$ cat src/rtl/rf_pkg.sv
// Shared sizing and port-index constants for the register-file writeback arbiter.
package rf_pkg;
    localparam int NUM_REGS = 32;
    localparam int ADDR_W   = 5;
    localparam int DATA_W   = 32;
    localparam int CNT_W    = 2;

    localparam logic [ADDR_W-1:0] REG_ZERO = '0;

    localparam int PORT_ALU = 0;
    localparam int PORT_MEM = 1;
endpackage

$ cat src/rtl/rr_arbiter2.sv
// Two-requester round-robin arbiter with one-hot grant; rr_last remembers the last winner.
module rr_arbiter2
    import rf_pkg::*;
(
    input  logic       clk,
    input  logic       reset,
    input  logic [1:0] req,
    output logic [1:0] gnt
);
    logic rr_last;

    // On a conflict the port that did not win last time takes the grant.
    always_comb begin
        gnt = '0;
        if (!reset) begin
            if (req[PORT_ALU] && req[PORT_MEM]) begin
                if (rr_last) gnt[PORT_ALU] = 1'b1;
                else         gnt[PORT_MEM] = 1'b1;
            end else begin
                gnt = req;
            end
        end
    end

    always_ff @(posedge clk) begin
        if (reset)     rr_last <= 1'b1;
        else if (|gnt) rr_last <= gnt[PORT_MEM];
    end
endmodule

$ cat src/rtl/rf_writeback_arbiter.sv
// Register-file write-port owner: round-robin writeback grant plus per-register pending-write scoreboard.
// Define RF_WB_FORWARD_EN to add same-cycle forwarding outputs that also clear the matching busy.
module rf_writeback_arbiter #(
    parameter int NUM_REGS = rf_pkg::NUM_REGS,
    parameter int ADDR_W   = rf_pkg::ADDR_W,
    parameter int DATA_W   = rf_pkg::DATA_W,
    parameter int CNT_W    = rf_pkg::CNT_W
) (
    input  logic              clk,
    input  logic              reset,
    input  logic              mark_valid,
    input  logic [ADDR_W-1:0] mark_addr,
    output logic              mark_ready,
    input  logic              req0_valid,
    input  logic [ADDR_W-1:0] req0_addr,
    input  logic [DATA_W-1:0] req0_data,
    output logic              req0_ready,
    input  logic              req1_valid,
    input  logic [ADDR_W-1:0] req1_addr,
    input  logic [DATA_W-1:0] req1_data,
    output logic              req1_ready,
    output logic              rf_we,
    output logic [ADDR_W-1:0] rf_waddr,
    output logic [DATA_W-1:0] rf_wdata,
    input  logic [ADDR_W-1:0] rs1_addr,
    input  logic [ADDR_W-1:0] rs2_addr,
    output logic              rs1_busy,
    output logic              rs2_busy
`ifdef RF_WB_FORWARD_EN
    ,
    output logic              fwd1_hit,
    output logic              fwd2_hit,
    output logic [DATA_W-1:0] fwd1_data,
    output logic [DATA_W-1:0] fwd2_data
`endif
);
    import rf_pkg::*;

    typedef struct packed {
        logic [ADDR_W-1:0] addr;
        logic [DATA_W-1:0] data;
    } wb_t;

    localparam logic [ADDR_W-1:0] ZERO_ADDR = ADDR_W'(REG_ZERO);
    localparam logic [CNT_W-1:0]  CNT_MAX   = '1;
    localparam logic [CNT_W-1:0]  CNT_ONE   = CNT_W'(1);

    logic [1:0]          gnt;
    wb_t                 sel;
    logic [CNT_W-1:0]    cnt [NUM_REGS];
    logic [NUM_REGS-1:0] inc_vec;
    logic [NUM_REGS-1:0] dec_vec;
    logic                mark_fire;
    logic                commit_on_mark;

    rr_arbiter2 u_arb (
        .clk   (clk),
        .reset (reset),
        .req   ({req1_valid, req0_valid}),
        .gnt   (gnt)
    );

    assign req0_ready = gnt[PORT_ALU];
    assign req1_ready = gnt[PORT_MEM];

    always_comb begin
        sel = '0;
        if (gnt[PORT_MEM])      sel = '{addr: req1_addr, data: req1_data};
        else if (gnt[PORT_ALU]) sel = '{addr: req0_addr, data: req0_data};
    end

    // r0 writes are consumed but never reach the register file.
    assign rf_we    = (|gnt) && (sel.addr != ZERO_ADDR);
    assign rf_waddr = sel.addr;
    assign rf_wdata = sel.data;

    // A saturated counter can still take a mark if a commit frees a slot this cycle.
    assign commit_on_mark = rf_we && (rf_waddr == mark_addr);
    assign mark_ready     = !reset && ((mark_addr == ZERO_ADDR) ||
                                       (cnt[mark_addr] != CNT_MAX) || commit_on_mark);
    assign mark_fire      = mark_valid && mark_ready && (mark_addr != ZERO_ADDR);

    always_comb begin
        inc_vec = '0;
        dec_vec = '0;
        for (int r = 0; r < NUM_REGS; r++) begin
            inc_vec[r] = mark_fire && (mark_addr == ADDR_W'(r));
            dec_vec[r] = rf_we && (rf_waddr == ADDR_W'(r));
        end
    end

    // Mark and commit on the same register cancel; commits never underflow.
    always_ff @(posedge clk) begin
        if (reset) begin
            for (int r = 0; r < NUM_REGS; r++) cnt[r] <= '0;
        end else begin
            for (int r = 0; r < NUM_REGS; r++) begin
                if (inc_vec[r] && !dec_vec[r])
                    cnt[r] <= cnt[r] + CNT_ONE;
                else if (dec_vec[r] && !inc_vec[r] && cnt[r] != '0)
                    cnt[r] <= cnt[r] - CNT_ONE;
            end
        end
    end

`ifdef RF_WB_FORWARD_EN
    // Last outstanding write landing now: consumer can take the data directly.
    assign fwd1_hit  = rf_we && (rf_waddr == rs1_addr) && (cnt[rs1_addr] == CNT_ONE);
    assign fwd2_hit  = rf_we && (rf_waddr == rs2_addr) && (cnt[rs2_addr] == CNT_ONE);
    assign fwd1_data = rf_wdata;
    assign fwd2_data = rf_wdata;
    assign rs1_busy  = !reset && (rs1_addr != ZERO_ADDR) && (cnt[rs1_addr] != '0) && !fwd1_hit;
    assign rs2_busy  = !reset && (rs2_addr != ZERO_ADDR) && (cnt[rs2_addr] != '0) && !fwd2_hit;
`else
    assign rs1_busy  = !reset && (rs1_addr != ZERO_ADDR) && (cnt[rs1_addr] != '0);
    assign rs2_busy  = !reset && (rs2_addr != ZERO_ADDR) && (cnt[rs2_addr] != '0);
`endif
endmodule

$ cat config.mk
export PLATFORM = sky130hd
export DESIGN_NAME = rf_writeback_arbiter
export DESIGN_NICKNAME = d
export VERILOG_FILES = /design/src/rtl/rf_pkg.sv /design/src/rtl/rr_arbiter2.sv /design/src/rtl/rf_writeback_arbiter.sv
export SDC_FILE = /design/constraint.sdc
export NUM_CORES = 1
export LEC_CHECK = 0
export ABC_AREA = 0
export BUFFER_PORTS_ARGS = -buffer_cell sky130_fd_sc_hd__buf_4
export CORE_MARGIN = 8
export CORE_UTILIZATION = 40
export DETAILED_ROUTE_END_ITERATION = 6
export GPL_ROUTABILITY_DRIVEN = 0
export GPL_TIMING_DRIVEN = 0
export PLACE_DENSITY = 0.7
export SETUP_SLACK_MARGIN = 0.2
export SYNTH_ARGS = -nofsm -noshare
export SYNTH_HDL_FRONTEND = slang
export SYNTH_SLANG_ARGS = --single-unit
$ cat constraint.sdc
create_clock -name clk -period 4.02 [get_ports clk]
set_input_delay 0.603 -clock clk [delete_from_list [all_inputs] [get_ports clk]]
set_output_delay 0.603 -clock clk [all_outputs]
set_load 0.005 [all_outputs]
After elaboration in Yosys (flattened, before gate mapping)
Memories as Yosys holds them, arrays and structs flattened.
Cells that the tools add are included.
{"block": "totals", "reg_bits": 1, "ramBits": 64, "in_bits": 94, "output_inout_bits": 43, "elab_cells": 768, "mem_count": 1}
{"block": "op_classes", "n_addsub": 64, "n_eq_ne": 64, "mux": 296, "bitwise": 64, "reduce_logical": 278}
{"name": "cnt", "words": 32, "word_bits": 2, "read_ports": 35, "rd_ports_with_merged_regs": 0, "wr": 32, "line": "rf_writeback_arbiter.sv:50", "text": "logic [CNT_W-1:0] cnt [NUM_REGS];"}
{"cell": "$mux 1", "count": 228}
{"cell": "$logic_and 1x1->1", "count": 170}
{"cell": "$eq 5x5->1 const B", "count": 32}
{"cell": "$mux 2", "count": 66}
{"cell": "$eq 5x4->1 const B", "count": 16}
{"cell": "$mux 37", "count": 2}
{"cell": "$reduce_bool 2->1", "count": 34}
{"cell": "$logic_not 1->1", "count": 65}
{"cell": "$add 2x1->2 const B", "count": 32}
{"cell": "$or 1x1->1", "count": 64}
{"cell": "$sub 2x1->2 const B", "count": 32}
{"cell": "$eq 5x3->1 const B", "count": 8}
{"cell": "$eq 5x2->1 const B", "count": 4}
{"cell": "$reduce_bool 5->1", "count": 4}
{"cell": "$eq 5x1->1 const B", "count": 2}
{"cell": "$logic_not 5->1", "count": 2}
{"cell": "$eq 5x5->1", "count": 1}
{"cell": "$logic_or 1x1->1", "count": 2}
{"cell": "$ne 2x2->1 const B", "count": 1}
{"cell": "$reduce_or 2->1", "count": 1}

Longest topological paths before layout
Gate-level depths: netlist of the first run.
{"block": "depth", "depth_word": 21, "mapped_depth": 13, "ltp_nobuf": 9}

Modules after synthesis
From an unflattened synthesis of the first run, not the netlist that was laid out.
{"block": "unflattened", "hier_cells": 718, "hier_area_um2": 6241.0}
{"module": "rf_writeback_arbiter", "instances": 1, "cells_each": 710, "area_each_um2": 6180.9, "seq_area_each_um2": 1861.8}
{"module": "rr_arbiter2", "instances": 1, "cells_each": 8, "area_each_um2": 60.1, "seq_area_each_um2": 20.0}

Least setup slack after synthesis of the first run
No wires, ideal clock.
{"block": "synth_path", "path_type": "input to register", "from": "input mark_addr[1]", "to": "memory cnt[3][0] (enable)", "setup_time_ns": 0.322, "arrival_ns": 2.693, "required_ns": 3.698, "slack_ns": 1.005, "path_stages": 12, "path_cell_list": "buf_2 > buf_4 > mux4_2 > o21a_1 > o21ai_0 > a21oi_1 > o22ai_4 > and2_1 > buf_4 > buf_4 > nand3_1 > o211ai_1"}
{"item": "start: declaration", "line": "rf_writeback_arbiter.sv:12", "text": "input logic [ADDR_W-1:0] mark_addr,"}
{"item": "end: declaration", "line": "rf_writeback_arbiter.sv:50"}

Worst setup path in the final report of the first run
{"block": "layout_path", "from": "input mark_addr[3]", "to": "output mark_ready"}
{"block": "layout_via", "elab_chain_len": 5, "elab_cells_between_ends": 8, "cone_classes": "eq/ne (2); reduce/logical (5); memory (1)"}
{"item": "$mem_v2 32x2"}
{"item": "$ne 2x2->1", "line": "rf_writeback_arbiter.sv:80", "text": "(cnt[mark_addr] != CNT_MAX) || commit_on_mark);"}
{"item": "$logic_or 1x1->1", "line": "rf_writeback_arbiter.sv:79", "text": "assign mark_ready = !reset && ((mark_addr == ZERO_ADDR) ||"}
{"item": "$logic_or 1x1->1 *", "line": "rf_writeback_arbiter.sv:80"}
{"item": "$logic_and 1x1->1 *", "line": "rf_writeback_arbiter.sv:79"}
{"item": "end: declaration", "line": "rf_writeback_arbiter.sv:13", "text": "output logic mark_ready,"}
Mark *: on every way between the ends. The rest lies on a longest branch, timed or not.

==> results of run 1 <==
==> synth_stat cells, drive strengths merged (3+ instances only) <==
cell / count / share of area, %
a211oi: 21 / 2.6
a21oi: 35 / 2.9
a22o: 32 / 4.6
a311o: 13 / 2.2
a31oi: 6 / 0.62
a32oi: 5 / 1.2
and2: 10 / 1.0
and3: 9 / 0.93
buf: 17 / 1.7
clkbuf: 30 / 1.9
edfxtp: 63 / 31
inv: 16 / 0.99
mux2: 4 / 0.75
mux2i: 14 / 2.3
mux4: 31 / 12
nand2: 70 / 4.4
nand2b: 9 / 0.93
nand3: 33 / 2.9
nand4: 8 / 0.83
nor2: 78 / 4.8
nor2b: 27 / 2.8
nor3: 7 / 0.66
nor4: 6 / 0.62
o2111ai: 12 / 1.7
o211ai: 23 / 2.9
o21a: 3 / 0.37
o21ai: 18 / 1.5
o22ai: 4 / 0.64
o31ai: 3 / 0.46
or2: 6 / 0.62
or3: 6 / 0.62
xnor2: 8 / 1.3
xor2: 13 / 1.9
==> routing by layer <==
metal  vias up  wire, um  track usage [%]
li1       2851         -                -
met1      3012      8340             27.1
met2       467     10600             38.0
met3        60      3030             7.92
met4         0       681             8.03
met5         -         0                0
==> registers in the layout, indices dropped and copies added (netlist names) <==
name	count
u_arb.rr_last	1
cnt	63
==> worst min-delay path by stage <==
stage	start	endpoint	slack, ps	cells past startpoint
global route	u_arb.rr_last	u_arb.rr_last	540	2
detailed placement	u_arb.rr_last	u_arb.rr_last	510	2
global placement	u_arb.rr_last	u_arb.rr_last	500	2
floorplan	u_arb.rr_last	u_arb.rr_last	480	2
finish	u_arb.rr_last	u_arb.rr_last	510	2
CTS	u_arb.rr_last	u_arb.rr_last	520	2
==> cell type report <==
cell class / instances / area [um2] / area share, %
multi-input combinational: 535 / 3850 / 51.4
sequential: 64 / 1910 / 25.5
timing repair buffer: 129 / 968 / 12.9
tap: 188 / 235 / 3.14
clock buffer: 10 / 229 / 3.05
buffer: 47 / 214 / 2.85
inverter: 16 / 60.1 / 0.801
clock inverter: 6 / 26.3 / 0.350
==> kinds of logic after synthesis <==
group | synth area share [%]
mux | 14.6
buf+inv | 4.54
other cells | 0.0621
xor+xnor | 3.17
simple gates | 22.3
flops | 31.7
compound gates | 23.5
fa+ha+maj | 0.207
==> worst max-delay path: stages <==
cell      delay (ps)
buf_4            150
clkbuf_1         490
mux4_2           430
o21a_1           180
o21ai_0           70
a21oi_1          130
o22ai_4          310
buf_6            220
and2_1           140
buf_4            120
==> per-stage QoR <==
stage                     cells  power [uW]  setup WS, ps  hold WS, ps  util, %
final                       995        2090           563          513     50.1
after global routing        995        2150           419          536     50.1
after global placement      979        1390           413          496     48.4
after detailed placement    979        1390           384          508     48.4
after CTS                   995        2080           607          517     50.1
after floorplan             662        1150          1000          481        -
==> report_power, final <==
part / switching, uW / internal [uW] / leakage [uW]
Combinational: 293 / 258 / 0.00202
Clock: 286 / 407 / 0.000129
Sequential: 59.6 / 782 / 0.000655
==> results.md, run 1 <==
- The flow ran to the end, and the final reports show no timing, DRC or antenna violations.
- The critical path in this run is classified as input port to output pin.
- STA classifies the critical path endpoint as an output pin.
- The first element of the critical path is mark_addr[3].
- The total global routing track utilization is approximately 23%.
- The largest net degree at the start of global routing is 11.
- For the pin with the worst max-slew slack, the measured transition is approximately 1300 ps.
- The count of maximum capacitance violations is 0.
- TritonCTS built the clock tree.
- The hold-fix buffer count after cts is 0.
- The worst setup path is launched from an input port.
- The total of endpoints with negative setup slack in the final report is 0.
- The post-cts sizing count is 0.
- In this run, synthesis produced a sequential element count of 64.
- The total area inside the core boundary comes to approximately 15000 um2.
- Row generation in the floorplan step produced 45 rows.
- After synthesis the cells add up to 6040 um2.
- The number of hold violations in the final report is 0.
- The most frequently used flop master after synthesis is edfxtp_1.
- The tree is rooted in a clkbuf_16.
- The leading cell type in the layout, fill and taps excluded is buf_4.
- The worst clock skew is around 5.6 ps.
- The total number of vias is 6390.
- The max-slew violation count is 0.
- The power per cell area is 278 nW/um2.
- Once the clock tree was built, the setup fixing pass inserted 0 buffers.
- The number of detailed-routing iterations run before antenna repair is 6.
- The placed instances occupy a cell area of 7240 um2.
- Counting the fill cells in the layout gives approximately 1500.
- The class of the tightest hold or removal check is flop to flop.
- Across the VDD grid, the largest voltage drop is 0.000206 V.
- From bottom edge to top edge, the die measures 139 um.
- The repair_antennas step left the layout with diodes totalling 0.
- The first global-routing pass estimated 34200 um of wire.
- The post-route netlist has 26.0% of its cells at a drive strength greater than 1.
- The total detailed-routing wirelength is about 23000 um.
- The part of the cycle the worst path needs is 86.0%.
- The via count of the first global-routing pass is around 6000.
- The number of violations reported at the end of detailed-routing iteration 0 is 779.
- Setup repair after global routing left no endpoint under its margin.
- The Yosys step of the flow raised 0 warnings.
- The number of levels in the clock H-tree is 3.
- The reg-to-reg setup timing slack is 620 ps.
- The share of flip-flops with an asynchronous set or reset is 0%.
- The unique cell type count in the Yosys netlist is just over 60.
- Clock-pin slew was measured on the worst setup and hold paths at about 50 ps.
- The count of nets left with antenna violations once routing finished came out at 0.
- The number of CTS-inserted buffers is 9.
- In this run the deepest clock path goes through 2 buffers.
- The library cells used most frequently in the layout, excluding fill and tap cells, are 132 x buf_4, 78 x nor2_1, 69 x nand2_1.
- The clock latency on the worst-skew pair is 350 ps.
- At the worst endpoint, the required time is 3420 ps.
- The number of nets in the layout is 897.
- The number of placed I/O pins is roughly 140.
- The die covers 19300 um2.
- The die is 139 um wide.
- Input and output buffers added on the ports amount to 129.
- Data on the critical path arrives at its endpoint at 2850 ps.
- The synthesized area per cell is 9.12 um2.
- The share of the Yosys chip area taken by registers is 31.7%.
- The path depth of the worst reg2reg path is 9.
- The worst register-to-register path begins at u_arb.rr_last.
- The finished cells cover between 7000 and 8000 um2.
- The final routed wire length divided by cell count is approximately 23 um.
- For the final routed database, the setup TNS stands at 0 ps.
- The highest clock frequency the design can meet is 289 MHz.
- In the routed layout, each cell is associated on average with a via count of ~6.4.
- The cell count after synthesis is around 660.
- The initial core utilization is 40.3%.
- For this run, design rule violations remaining after detail routing come to 0.
- The estimated wirelength of the detail-placed design is ~18000 um.
- Relative to the synthesized area, the layout overhead comes to 24.2%.
- The number of nets produced by synthesis is 757.
- The capturing element of the worst setup path is mark_ready.
- For the finished layout, the period the worst path requires is 3460 ps.
- The worst-case headroom to the max-slew limit is 15.4%.
- Along the worst path, the maximum fanout reaches 10.
- Summed over all cells, the static leakage comes to 0.00280 uW.
- The synthesized design contains 63 enable-type register cells.
- The number of clock sinks seen by CTS is 64.
- The number of antenna violations at the first check in global routing is 0.
- After global routing the overflow that remains totals 0.
- The worst register-to-register path ends at cnt[4][1].
Power figures use the tool's default switching activity.
==> run 2: changes to the inputs <==
CELL_PAD_IN_SITES_DETAIL_PLACEMENT = 1   (was default)
CELL_PAD_IN_SITES_GLOBAL_PLACEMENT = 2   (was default)
CORE_UTILIZATION = 33   (was 40)
HOLD_SLACK_MARGIN = 0.12   (was default)
PLACE_DENSITY = 0.89   (was 0.7)
==> results.md, run 2 (same netlist as run 1, synthesis figures left out) <==
- The run finished with clean final reports.
- The leading cell type in the layout, fill and taps excluded is buf_4.
- The root buffer cell chosen for the clock tree is clkbuf_16.
- The peak supply drop is 0.000153 V (-26%).
- The clock-pin slew on the worst setup and hold paths is 60 ps (about the same).
- The count of antenna-violating nets left after detailed routing was 0 (unchanged).
- Setup repair after global routing left no endpoint under its margin.
- The setup TNS came to 0 ps (unchanged).
- The number of diodes is 0 (unchanged).
- The area enclosed by the die boundary is 22900 um2 (+19%).
- The highest fanout seen on the critical path was 10 (unchanged).
- In the layout the commonest cells are 132 x buf_4, 78 x nor2_1, 69 x nand2_1.
- The final-layout fill cell count is 2129 (+47%).
- The number of hold violations in the final report is 0 (unchanged).
- The critical path is of the input port to flop type.
- The largest net degree at the start of global routing is 11 (unchanged).
- The worst-case headroom to the max-slew limit is 18.0% (+2.6 points).
- The clock period minus worst slack is 3560 ps (+107 ps).
- The post-CTS repair timing setup buffer count came to 0 (unchanged).
- The final routed DRC violation total is 0 (unchanged).
- The number of detailed-routing iterations run before antenna repair is 5 (-1).
- The number of CTS-inserted buffers came to 9 (unchanged).
- The first-pass GRT wire length is 39900 um (+17%).
- The estimated wirelength of the detail-placed design is 21400 um (+19%).
- The via count of the first global-routing pass is 6996 (+15%).
- The port buffer count is 129 (unchanged).
- The worst setup path is captured at a flop.
- The initial core utilization is 33.6% (-6.7 points).
- The required time of the critical path came to 4050 ps (+630 ps).
- The worst clock skew is 10.7 ps (+5.09 ps).
- The leakage power summed over all cells came to 0.00281 uW (+0.31%).
- The max-slew violation count is 0 (unchanged).
- The register name with the most flops is cnt.
- The number of levels in the clock H-tree is 3 (unchanged).
- The floorplan die height came to 151 um (+8.9%).
- The row count came to 49 (+8.9%).
- The area growth from synthesis to layout is 25.4%.
- The total power consumption of the routed design was 2180 uW (+4.8%).
- The largest registers in the layout are cnt (63), u_arb.rr_last (1).
- The highest clock frequency the design can meet is 281 MHz (-3.0%).
- The total of endpoints with negative setup slack in the final report came to 0 (unchanged).
- The final routed wire length divided by cell count came to 25.5 um (+12%).
- The number of nets in the layout is 897 (unchanged).
- The transition time at the pin with the least slew margin is 1220 ps (-47.2 ps).
- The number of clock sinks seen by CTS is 64 (unchanged).
- The class of the tightest hold or removal check is flop to flop.
- The part of the cycle the worst path needs is 88.7% (+2.7 points).
- The proportion of layout cells with a drive suffix above 1 is 26.0% (unchanged).
- The placeable core area is 18000 um2 (+20%).
- The count of maximum capacitance violations is 0 (unchanged).
- The total global routing overflow is 0 (unchanged).
- The number of antenna violations at the first check in global routing is 0 (unchanged).
- The routed via count divided by cell count was 6.26 (-2.5%).
- The critical path data arrival time is 3600 ps (+750 ps).
- The hold-fix buffer count after cts came to 0 (unchanged).
- The number of violations reported at the end of detailed-routing iteration 0 is 591 (-24%).
- The number of flip-flops in the largest register was 63 (unchanged).
- The number of placed I/O pins came to 137 (unchanged).
- The power per cell area is 288 nW/um2 (+3.7%).
- The post-cts sizing count is 0 (unchanged).
- The x dimension of the die is 151 um (+8.9%).
- The total global routing track utilization is 23.1% (+0.20 points).
- STA classifies the critical path startpoint as an input port.
- The clock latency on the worst-skew pair came to 350 ps (about the same).
- The largest buffer count on any clock path is 2 (unchanged).
- TritonCTS built the clock tree.
- The total number of vias is 6490 (+1.6%).
- The total detailed-routing wirelength came to 26500 um (+17%).
==> run 2: worst max-delay path, stage by stage <==
cell and delay, ps:
buf_4 160, clkbuf_1 530, clkbuf_1 470, nand3_1 150
a31oi_1 300, o22ai_4 190, nand2_2 180, clkbuf_1 450
o21ai_0 210, o211ai_1 340
==> run 2: final cells by class <==
type | count | area [um2] | share of cell area (%)
clock buffer | 16 | 282 | 3.72
inverter | 16 | 60.1 | 0.793
timing repair buffer | 129 | 968 | 12.8
multi-input combinational | 535 | 3850 | 50.9
sequential | 64 | 1910 | 25.2
tap | 229 | 287 | 3.78
buffer | 47 | 214 | 2.82
==> run 2: metrics by stage <==
stage               std cells  hold WS, ps  util (%)  setup slack [ps]  instance area (um2)
CTS                      1036          552      42.2               485                 7580
global route             1036          586      42.2               298                 7580
global placement         1020          501      40.6               306                 7290
detailed placement       1020          536      40.6               152                 7290
floorplan                 662          481         -              1000                 6040
finish                   1036          553      42.2               456                 7580
==> run 2: metal layers <==
metal  vias to the layer above  share of wire (%)  track usage [%]
li1                       2854                  -                -
met1                      3243                 40             27.8
met2                       349                 48             38.7
met3                        44                8.9             5.68
met4                         0                3.2             9.70
met5                         -                  0                0
==> run 2: power breakdown <==
group          total (uW)  switching, uW  internal (uW)
clock                 771            302            470
sequential            843           60.7            782
combinational         571            312            258
total                2180            675           1510
==> run 2: final timing paths <==
path	from	end	slack (ps)	depth (start not counted)
max reg2reg	u_arb.rr_last	cnt[4][1]	490	9
max	mark_addr[3]	cnt[16][1]	460	10
min	u_arb.rr_last	u_arb.rr_last	550	2
min reg2reg	u_arb.rr_last	u_arb.rr_last	550	2
